## src/rtl/lcd_pixel_feeder.sv

```systemverilog
// lcd_pixel_feeder
// Sits behind the LCD timing generator: pulls RGB565 pixels from the frame-buffer
// read FIFO while de is high and re-times hs/vs/de by two clocks so that the
// pixels line up with their enables on the panel pins. A FIFO underflow blanks
// the remainder of the frame. Reading resumes after the next frame edge, which
// also tells the upstream side to flush the FIFO (frame_start).
// Optional build macro: PIXEL_FEEDER_BAR_EN. When it is defined, pixels that
// carry no FIFO data show eight vertical colour bars instead of FILL_COLOR.
module lcd_pixel_feeder #(
  parameter int                DATA_W     = 16,
  parameter logic              VS_POL     = 1'b0,
  parameter int                H_ACTIVE   = 480,
  parameter logic [DATA_W-1:0] FILL_COLOR = {DATA_W{1'b0}}
) (
  input  logic              clk,
  input  logic              rst,
  input  logic              hs_in,
  input  logic              vs_in,
  input  logic              de_in,
  input  logic              fifo_empty,
  output logic              fifo_rd_en,
  input  logic [DATA_W-1:0] fifo_rdata,
  output logic              frame_start,
  input  logic              ufl_clr,
  output logic              ufl_sticky,
  output logic [15:0]       ufl_frames,
  output logic              lcd_hs,
  output logic              lcd_vs,
  output logic              lcd_de,
  output logic [DATA_W-1:0] lcd_rgb
);

  // The x position is a 10-bit count, so the active width has to fit in it.
  if (H_ACTIVE < 8 || H_ACTIVE > 1023) begin : g_bad_h_active
    $error("lcd_pixel_feeder: H_ACTIVE must lie in 8..1023");
  end

  typedef enum logic [1:0] {
    ST_WAIT   = 2'd0,
    ST_RUN    = 2'd1,
    ST_RESYNC = 2'd2
  } state_t;

  state_t            state_reg;
  state_t            state_next;
  logic              vs_d_reg;
  logic              frame_edge;
  logic              rd_en;
  logic              underflow;
  logic              frame_start_reg;

  // stage 1: timing delayed by one clock plus the "read issued" flag
  logic              hs1_reg;
  logic              vs1_reg;
  logic              de1_reg;
  logic              rd1_reg;

  // stage 2: what the panel sees
  logic              lcd_hs_reg;
  logic              lcd_vs_reg;
  logic              lcd_de_reg;
  logic [DATA_W-1:0] lcd_rgb_reg;
  logic [DATA_W-1:0] unread_color;

  logic              ufl_sticky_reg;
  logic [15:0]       ufl_frames_reg;

  // A frame begins when vsync enters its active level. The registered copy
  // resets to 0, so releasing reset in the middle of a frame cannot fake an edge.
  assign frame_edge = (vs_in == VS_POL) && (vs_d_reg != VS_POL);

  // Previous vsync level, used for edge detection
  always_ff @(posedge clk or posedge rst) begin
    if (rst) vs_d_reg <= 1'b0;
    else     vs_d_reg <= vs_in;
  end

  // FSM state register
  always_ff @(posedge clk or posedge rst) begin
    if (rst) state_reg <= ST_WAIT;
    else     state_reg <= state_next;
  end

  // FSM next state: a frame edge always restarts reading. An underflow parks the FSM until that edge.
  always_comb begin
    state_next = state_reg;
    if (frame_edge) begin
      state_next = ST_RUN;
    end else begin
      case (state_reg)
        ST_RUN:  if (underflow) state_next = ST_RESYNC;
        default: state_next = state_reg;
      endcase
    end
  end

  // FSM outputs: reads come only from the current state, so a cycle that carries a frame edge does not read
  always_comb begin
    rd_en     = 1'b0;
    underflow = 1'b0;
    if (state_reg == ST_RUN) begin
      rd_en     = de_in & ~fifo_empty;
      underflow = de_in & fifo_empty;
    end
  end

  assign fifo_rd_en = rd_en;

  // One-clock frame_start pulse following every frame edge
  always_ff @(posedge clk or posedge rst) begin
    if (rst) frame_start_reg <= 1'b0;
    else     frame_start_reg <= frame_edge;
  end

  // Stage 1: delay timing by one clock while the FIFO produces the data
  always_ff @(posedge clk or posedge rst) begin
    if (rst) begin
      hs1_reg <= 1'b0;
      vs1_reg <= 1'b0;
      de1_reg <= 1'b0;
      rd1_reg <= 1'b0;
    end else begin
      hs1_reg <= hs_in;
      vs1_reg <= vs_in;
      de1_reg <= de_in;
      rd1_reg <= rd_en;
    end
  end

`ifdef PIXEL_FEEDER_BAR_EN
  localparam int BAR_W = H_ACTIVE / 8;

  logic        bar1_reg;
  logic [9:0]  x_reg;
  logic [9:0]  x_next;
  logic [9:0]  bar_q;
  logic [2:0]  bar_idx;
  logic [15:0] bar_color;

  // Mark stage-1 pixels that will carry no FIFO data (WAIT, RESYNC or the underflow pixel itself)
  always_ff @(posedge clk or posedge rst) begin
    if (rst) bar1_reg <= 1'b0;
    else     bar1_reg <= (state_reg != ST_RUN) | underflow;
  end

  // x of the pixel entering stage 2: restarts on every de run and holds rather than wraps
  always_comb begin
    x_next = 10'd0;
    if (de1_reg) begin
      if (!lcd_de_reg)         x_next = 10'd0;
      else if (x_reg == 10'h3FF) x_next = x_reg;
      else                     x_next = x_reg + 10'd1;
    end
  end

  // x position of the pixel currently on the panel
  always_ff @(posedge clk or posedge rst) begin
    if (rst) x_reg <= 10'd0;
    else     x_reg <= x_next;
  end

  // Colour-bar lookup: eight equal-width bars, anything past the last bar stays in bar 7
  always_comb begin
    bar_q   = x_next / 10'(BAR_W);
    bar_idx = (bar_q > 10'd7) ? 3'd7 : bar_q[2:0];
    case (bar_idx)
      3'd0:    bar_color = 16'hFFFF;
      3'd1:    bar_color = 16'hFFE0;
      3'd2:    bar_color = 16'h07FF;
      3'd3:    bar_color = 16'h07E0;
      3'd4:    bar_color = 16'hF81F;
      3'd5:    bar_color = 16'hF800;
      3'd6:    bar_color = 16'h001F;
      default: bar_color = 16'h0000;
    endcase
    unread_color = bar1_reg ? DATA_W'(bar_color) : FILL_COLOR;
  end
`else
  assign unread_color = FILL_COLOR;
`endif

  // Stage 2: panel timing and pixel; blanking periods always carry FILL_COLOR
  always_ff @(posedge clk or posedge rst) begin
    if (rst) begin
      lcd_hs_reg  <= 1'b0;
      lcd_vs_reg  <= 1'b0;
      lcd_de_reg  <= 1'b0;
      lcd_rgb_reg <= {DATA_W{1'b0}};
    end else begin
      lcd_hs_reg  <= hs1_reg;
      lcd_vs_reg  <= vs1_reg;
      lcd_de_reg  <= de1_reg;
      if (rd1_reg)      lcd_rgb_reg <= fifo_rdata;
      else if (de1_reg) lcd_rgb_reg <= unread_color;
      else              lcd_rgb_reg <= FILL_COLOR;
    end
  end

  // Underflow status: a new underflow beats a simultaneous clear, and the frame count saturates.
  // RESYNC blocks further underflows, so the count moves at most once per frame.
  always_ff @(posedge clk or posedge rst) begin
    if (rst) begin
      ufl_sticky_reg <= 1'b0;
      ufl_frames_reg <= 16'd0;
    end else begin
      if (underflow)    ufl_sticky_reg <= 1'b1;
      else if (ufl_clr) ufl_sticky_reg <= 1'b0;
      if (underflow && ufl_frames_reg != 16'hFFFF)
        ufl_frames_reg <= ufl_frames_reg + 16'd1;
    end
  end

  assign frame_start = frame_start_reg;
  assign ufl_sticky  = ufl_sticky_reg;
  assign ufl_frames  = ufl_frames_reg;
  assign lcd_hs      = lcd_hs_reg;
  assign lcd_vs      = lcd_vs_reg;
  assign lcd_de      = lcd_de_reg;
  assign lcd_rgb     = lcd_rgb_reg;

endmodule

```

## config.mk

```make
export PLATFORM = sky130hd
export DESIGN_NAME = lcd_pixel_feeder
export DESIGN_NICKNAME = d
export VERILOG_FILES = /design/src/rtl/lcd_pixel_feeder.sv
export SDC_FILE = /design/constraint.sdc
export NUM_CORES = 1
export LEC_CHECK = 0
export BUFFER_PORTS_ARGS = -buffer_cell sky130_fd_sc_hd__buf_2
export CELL_PAD_IN_SITES_DETAIL_PLACEMENT = 1
export CELL_PAD_IN_SITES_GLOBAL_PLACEMENT = 2
export CORE_MARGIN = 10
export CORE_UTILIZATION = 33
export DETAILED_ROUTE_END_ITERATION = 7
export PLACE_DENSITY_LB_ADDON = 0.1
export SYNTH_ARGS = -nofsm -noshare
export SYNTH_HDL_FRONTEND = slang
export SYNTH_SLANG_ARGS = --single-unit
```

## constraint.sdc

```tcl
create_clock -name clk -period 2.2 [get_ports clk]
set_input_delay 0.66 -clock clk [delete_from_list [all_inputs] [get_ports clk]]
set_output_delay 0.66 -clock clk [all_outputs]
set_load 0.05 [all_outputs]
```

# [Word level (Yosys, flattened, before mapping)]
# Cells that the tools add are included.
[op_classes] reduce_logical=6 add_sub_neg=1 n_bitwise=4 mux=8 n_eq_ne=2
[op_table] op="16-bit by 1-bit adder with 16-bit output (second input constant)" count=1
[op_table] op="16-bit two-way mux" count=1
[op_table] op="16-bit != test (second input constant)" count=1
[op_table] op="2-bit two-way mux" count=3
[op_table] op="2-bit nonzero test" count=3
[op_table] op="1-bit two-way mux" count=4
[op_table] op="1-bit AND" count=2
[op_table] op="2-bit by 1-bit equality test with 1-bit output (second input constant)" count=1
[op_table] op="1-bit logical AND" count=2
[op_table] op="1-bit inverter" count=2
[op_table] op="2-bit AND reduction" count=1
[totals] regBits=43 elab_cells=33 in_bits=23 output_inout_bits=38

# [Depth between registers and ports, before layout]
# Gate-level depths: netlist of run 1.
[logic_depth] depth_word=5 depth_mapped=5 mapped_depth_nobuf=5

# [Least setup slack after synthesis of run 1]
# Ideal clock, no wire load.
[synth_path] kind="in2out" startpoint="input de_in" endpoint="output fifo_rd_en" n_path_buf=0 slack_ns=-0.246 arrival_ns=1.786 t_required_ns=1.540 cell_stages=2 path_cell_list="nand2_1 -> nor3_1"
[synth_via] elab_chain_len=2
[synth_rtl] element="start: declaration" line="19" source="input logic de_in,"
[synth_rtl] element="1-bit AND" line="102" source="rd_en = de_in & ~fifo_empty;"
[synth_rtl] element="1-bit two-way mux" line="101" source="if (state_reg == ST_RUN) begin"
[synth_rtl] element="end: declaration" line="21" source="output logic fifo_rd_en,"
# Every way passes these cells.

# [Final worst setup path of run 1]
# Same ends and word-level chain as after synthesis.

==> key figures, run 1 <==
Run status
  • Status: finished, final reports clean

STA
  • Worst hold slack: 350 ps
  • Final Hold Viols: 0
  • Tightest Pin Transition: 432 ps
  • Minimum clock period: 1900 ps
  • RSZ-0062 raised after global routing: no
  • Peak Freq: 0.525 GHz
  • Final setup vio count: 0
  • Clock Skews: 4.84 ps
  • Setup TNS: 0 ps
  • Relative slew slack: 71.0%
  • Period utilisation layout: 86.5%
  • Max-slew violations: 0

Clock network
  • Post-cts resize count: 0
  • CTS Root Cell: clkbuf_8
  • Clock-pin slew on the worst setup and hold paths: 80 ps
  • Hold buffer count at CTS: 0
  • CTS sink cnt: 43
  • CTS tree: done
  • CTS Buf Count: 5
  • Post CTS Setup Buffer Count: 0
  • Max Buffers Root-to-Sink: 2
  • H-tree depth: 2
  • Clock Latency Late Sink: 290 ps

Final layout
  • Layout cell share with drive strength beyond 1: 40.2%
  • N_diodes: 0
  • Area grow syn2layout: 30.6%
  • Fin area: 2210 µm²
  • Final nets: 222
  • Layout filler cell count: 561
  • Footprint of the multi-input gates: 596 µm²
  • Reg area: 1080 µm²
  • Final Instance Count excl. Fillers: 266

Synthesis
  • Synthesis-stage register bit count: 43
  • Synth area leader: dfrtp_1
  • Mapped Area: 1690 µm²
  • Syn_nets: 155
  • Seq/Total Area, Yosys: 63.7%
  • Yosys warnings: 0
  • Mean Syn Cell Area: 12.9 µm²
  • Number of distinct library cells after synthesis: 34
  • Post-synthesis cell count: 131
  • Synth area leaders: dfrtp_1, and2_1, xor2_1
  • Share of the synthesized area in the top cell type: 63.7%

Floorplanning
  • FP Rows: 25
  • Die Ht: 91.6 µm
  • I/O pin count: 61
  • Initial core utilization: 34.9%
  • Core region area: 4850 µm²
  • Die Wd: 91.6 µm
  • Die area: 8390 µm²

GRT
  • Vias in the first global route: 1380
  • Total Routing Usage GR: 10.5%
  • Overflow after GRT: 0
  • First-pass GRT wire length: 7.09 mm
  • Antenna violations before repair: 0
  • Largest net degree at the start of global routing: 24

Pwr
  • PD cells: 954 nW/µm²
  • Peak VDD IR: 0.602 mV
  • P_leak: 0.00118 µW

Placed design
  • DP Wirelength: 3.31 mm
  • Placed cell areas: 2090 µm²
  • Inst Count DP: 258
  • Port bufs: 60
  • GP Congestion: 0.713

Critical path
  • Arrival time worst endpoint: 1240 ps
  • Critical Path Sink Type: output port
  • Startpoint Class: input pin
  • Crit Path Category: input pin to output port
  • CP Max Fanout: 4
  • Worst Setup SP: de_in
  • RR Startpoint: ufl_frames[0]$_DFFE_PP0P_
  • Critical path required time: 1540 ps

Job
  • Max-Cap Viols: 0

Routing
  • DRT met1 WL: 1.70 mm
  • Met2 WL post-DR: 2.01 mm
  • DRT Pass-1 Iters: 4
  • Iteration-0 DRC Markers: 50
  • Final wirelength: 4.07 mm
  • DR vias/cell: 4.58
  • Routed len/inst: 15.3 µm
  • Antenna-violating nets left: 0
  • Residual DRC: 0
  • DR WL met3: 309 µm
  • Top sig layer: met4
  • Vias: 1218

Min path
  • Hold Crit Start: hs1_reg$_DFF_PP0_
  • Tightest Hold Check Type: flop to flop
[routing by layer]
| layer | up-vias | global-route usage [%] |
|---|---|---|
| met4 | 0 | 3.52 |
| met3 | 7 | 4.61 |
| li1 | 588 | - |
| met5 | - | 0 |
| met2 | 34 | 17.2 |
| met1 | 589 | 11.9 |
[worst max-delay path, stage by stage]
cell and delay [ps]:
buf_2 110, nand2_1 60, nor3_2 120, buf_2 290
[worst paths after layout]
kind	to	slack [ps]	depth (start not counted)
min in group asynchronous	ufl_frames[13]$_DFFE_PP0P_	400	3
max in group asynchronous	lcd_rgb[9]$_DFF_PP0_	1570	3
hold / removal	lcd_hs$_DFF_PP0_	350	0
hold reg to reg	lcd_hs$_DFF_PP0_	350	0
setup / recovery	fifo_rd_en	300	4
setup reg to reg	ufl_frames[7]$_DFFE_PP0P_	520	5
[Yosys cell counts]
library cell / n
nand2b_1: 1
and4b_1: 1
dfrtp_1: 43
nor2_1: 6
xor2_1: 7
and2_1: 16
nand3_2: 1
ha_1: 1
nor4_4: 1
mux2_2: 3
a211oi_1: 1
and4_1: 1
nand2_1: 5
and4_2: 1
nand4_1: 5
o211ai_1: 1
nor2b_1: 1
or2_1: 1
nand4b_1: 1
nor3_1: 4
clkbuf_1: 1
xnor2_1: 3
nor3b_1: 1
inv_1: 4
a41oi_1: 1
and3_1: 3
nand3_1: 5
a21o_1: 1
nand4_4: 2
mux2i_1: 1
a21oi_1: 5
nor2_4: 1
o21ai_0: 1
buf_2: 1
[final cells by class]
type | count | share of cell area [%]
Clock buffer | 6 | 3.74
Clock inverter | 2 | 1.76
Inverter | 4 | 0.680
Multi-Input combinational cell | 82 | 27.0
Sequential cell | 43 | 48.8
Tap cell | 67 | 3.80
Timing Repair Buffer | 62 | 14.3
[cells by family after synthesis]
logic type               share of synthesized area [%]
AND/OR/NAND/NOR                                   22.8
adder cells (fa/ha/maj)                          0.740
multiplexers                                      2.59
XOR/XNOR                                          5.18
AO/OA/AOI/OAI                                     3.63
buffers and inverters                             1.41
flip-flops                                        63.7
[cells in the final DEF, fill, tap and decap left out, drive strengths merged, types with 4 or more instances in the layout]
master	n
nor3	4
xor2	7
inv	4
nand4	7
nand2	5
buf	62
and2	16
clkbuf	6
nor2	7
nand3	6
a21oi	5
dfrtp	43
[metrics by stage]
stage | worst slack [ps] | power, µW | utilization [%]
after floorplan | 198 | 1330 | -
after global placement | 292 | 1460 | 43.0
after detailed placement | 284 | 1480 | 43.0
after CTS | 286 | 2150 | 45.5
after global routing | 219 | 2240 | 45.5
final | 297 | 2100 | 45.5
[power breakdown]
part / switching (µW) / internal [µW] / total, µW
logic: 375 / 129 / 504
registers: 84.4 / 869 / 953
clock network: 274 / 373 / 648
total: 734 / 1370 / 2100
No activity file was read; power rests on OpenSTA's default activity.
==> run 2: changes to the inputs <==
CORE_UTILIZATION = 28   (was 33)
PLACE_DENSITY = 0.79   (was default)
PLACE_DENSITY_LB_ADDON = default   (was 0.1)
TNS_END_PERCENT = 5   (was default)
clock period = 1.6 ns   (was 2.2 ns; I/O delays follow)
==> run 2 against run 1 <==
  * The run now ends with negative setup slack left
  * Clock skew up 2.3 ps
  * Sequential share of layout area down 2.7 points
  * Hold slack worse by 190 ps
  * Setup slack worse by 310 ps
  * Non-clock buffer count up 13
  * Critical path depth down 1
  * Critical path type is now flop to output port
  * Largest cell class unchanged
  * Highest routed layer unchanged
==> key figures, run 2 (synthesis gave the netlist of run 1 again) <==
Pwr
  • PD cells: 1280 nW/µm²
  • P_leak: 0.00124 µW
  • Flop pwr share: 43.4%
  • Sw Ratio: 35.3%
  • Clk network pwr share: 30.2%
  • NetSw: 1070 µW
  • Internal: 1960 µW
  • Peak VDD IR: 0.554 mV
  • Comb power frac: 26.5%

Run status
  • Failing checks: negative setup slack
  • Status: finished with violations

Clock network
  • CTS Root Cell: clkbuf_8
  • CTS Buf Count: 5
  • Hold buffer count at CTS: 0
  • Clock-pin slew on the worst setup and hold paths: 90 ps
  • Clock Latency Late Sink: 300 ps
  • CTS sink cnt: 43
  • H-tree depth: 2
  • Max Buffers Root-to-Sink: 2
  • CTS tree: done

Routing
  • Routed len/inst: 15.8 µm
  • DRT Pass-1 Iters: 4
  • Iteration-0 DRC Markers: 14
  • DR vias/cell: 4.46
  • Residual DRC: 0
  • Vias: 1280
  • Final wirelength: 4.53 mm
  • Antenna-violating nets left: 0

Placed design
  • Port bufs: 60
  • DP Wirelength: 3.60 mm
  • GP Congestion: 0.724

STA
  • Max-slew violations: 0
  • Peak Freq: 0.622 GHz
  • Worst hold slack: 161 ps
  • RSZ-0062 raised after global routing: yes
  • Relative slew slack: 70.0%
  • Minimum clock period: 1610 ps
  • Clock Skews: 7.12 ps
  • Setup TNS: -8.78 ps
  • Period utilisation layout: 101%
  • Final Hold Viols: 0
  • Setup slack after layout: -8.78 ps
  • Tightest Pin Transition: 449 ps
  • Final setup vio count: 1

GRT
  • Largest net degree at the start of global routing: 28
  • Vias in the first global route: 1393
  • Overflow after GRT: 0
  • Antenna violations before repair: 0
  • Total Routing Usage GR: 9.41%
  • Gr busiest metal: met2
  • Met2 Use GR: 16.3%
  • Met3 Use GR: 2.49%
  • First-pass GRT wire length: 7.29 mm
  • Met1 usage: 10.3%

Floorplanning
  • Initial core utilization: 28.7%
  • Die area: 9550 µm²
  • FP Rows: 28
  • I/O pin count: 61
  • Die Wd: 97.7 µm
  • Die Ht: 97.7 µm
  • Core region area: 5890 µm²

Critical path
  • Crit Path Category: flop to output port
  • Arrival time worst endpoint: 1130 ps
  • Startpoint Class: flop
  • CP Max Fanout: 2
  • Critical path required time: 1120 ps
  • Critical Path Sink Type: output port

Final layout
  • Layout cell share with drive strength beyond 1: 51.9%
  • Final nets: 235
  • Commonest cells after routing, fill and taps aside: buf_2, dfrtp_1, and2_1
  • N_diodes: 0
  • Area grow syn2layout: 40.4%
  • Most common cell after layout, fill and taps aside: buf_2

Job
  • Max-Cap Viols: 0

Min path
  • Tightest Hold Check Type: input pin to asynchronous set/reset pin
[run 2: final timing paths]
kind	startpoint	cells past startpoint	slack [ps]	to
max	state_reg[0]$_DFFE_PP0P_	3	-9	fifo_rd_en
min	rst	2	160	ufl_frames[10]$_DFFE_PP0P_
max reg2reg	state_reg[0]$_DFFE_PP0P_	5	60	ufl_frames[6]$_DFFE_PP0P_
min reg2reg	hs1_reg$_DFF_PP0_	0	360	lcd_hs$_DFF_PP0_
max in group asynchronous	rst	3	930	state_reg[1]$_DFFE_PP0P_
min in group clk	hs_in	1	280	hs1_reg$_DFF_PP0_
[run 2: stage by stage]
stage / total power [µW] / worst slack, ps / area [µm²] / cells / util (%)
after floorplan: 1840 / -39.8 / 1720 / 131 / -
after global placement: 2100 / -74.9 / 2220 / 278 / 37.7
after detailed placement: 2120 / -97.8 / 2220 / 278 / 37.7
after CTS: 3060 / -25.5 / 2360 / 287 / 40.1
after global routing: 3180 / -70.4 / 2370 / 287 / 40.3
final: 3040 / -8.78 / 2370 / 287 / 40.3
[run 2: metal layers]
layer	up-vias	part of all wire, %
li1	608	-
met2	28	53
met4	0	2.4
met5	-	0
met1	636	40
met3	8	5.1
[run 2: repair_timing]
action	4_1_cts	5_1_grt
resized for setup	4	3
endpoints found under the setup margin	2	8
setup buffers	1	0
pin swaps	1	1
[run 2: power groups by stage]
stage | logic [µW] | clock network, µW | registers [µW]
6_report | 804 | 915 | 1320
5_1_grt | 860 | 977 | 1340
4_1_cts | 802 | 936 | 1320
3_5_place_dp | 784 | 0 | 1340
3_3_place_gp | 768 | 0 | 1330
2_1_floorplan | 192 | 0 | 1650
[run 2: layout make-up]
type | instances | area (µm²)
clock buffer | 6 | 82.6
inverter | 4 | 15.0
sequential | 43 | 1090
clock inverter | 2 | 38.8
fill | 694 | 3510
timing repair buffer | 75 | 432
tap | 75 | 93.8
multi-input combinational | 82 | 619
[run 2: critical path: stages, from the launching register on]
cell and delay (ps):
dfrtp_1 390, nand2_2 80, nor3_4 180, buf_6 180
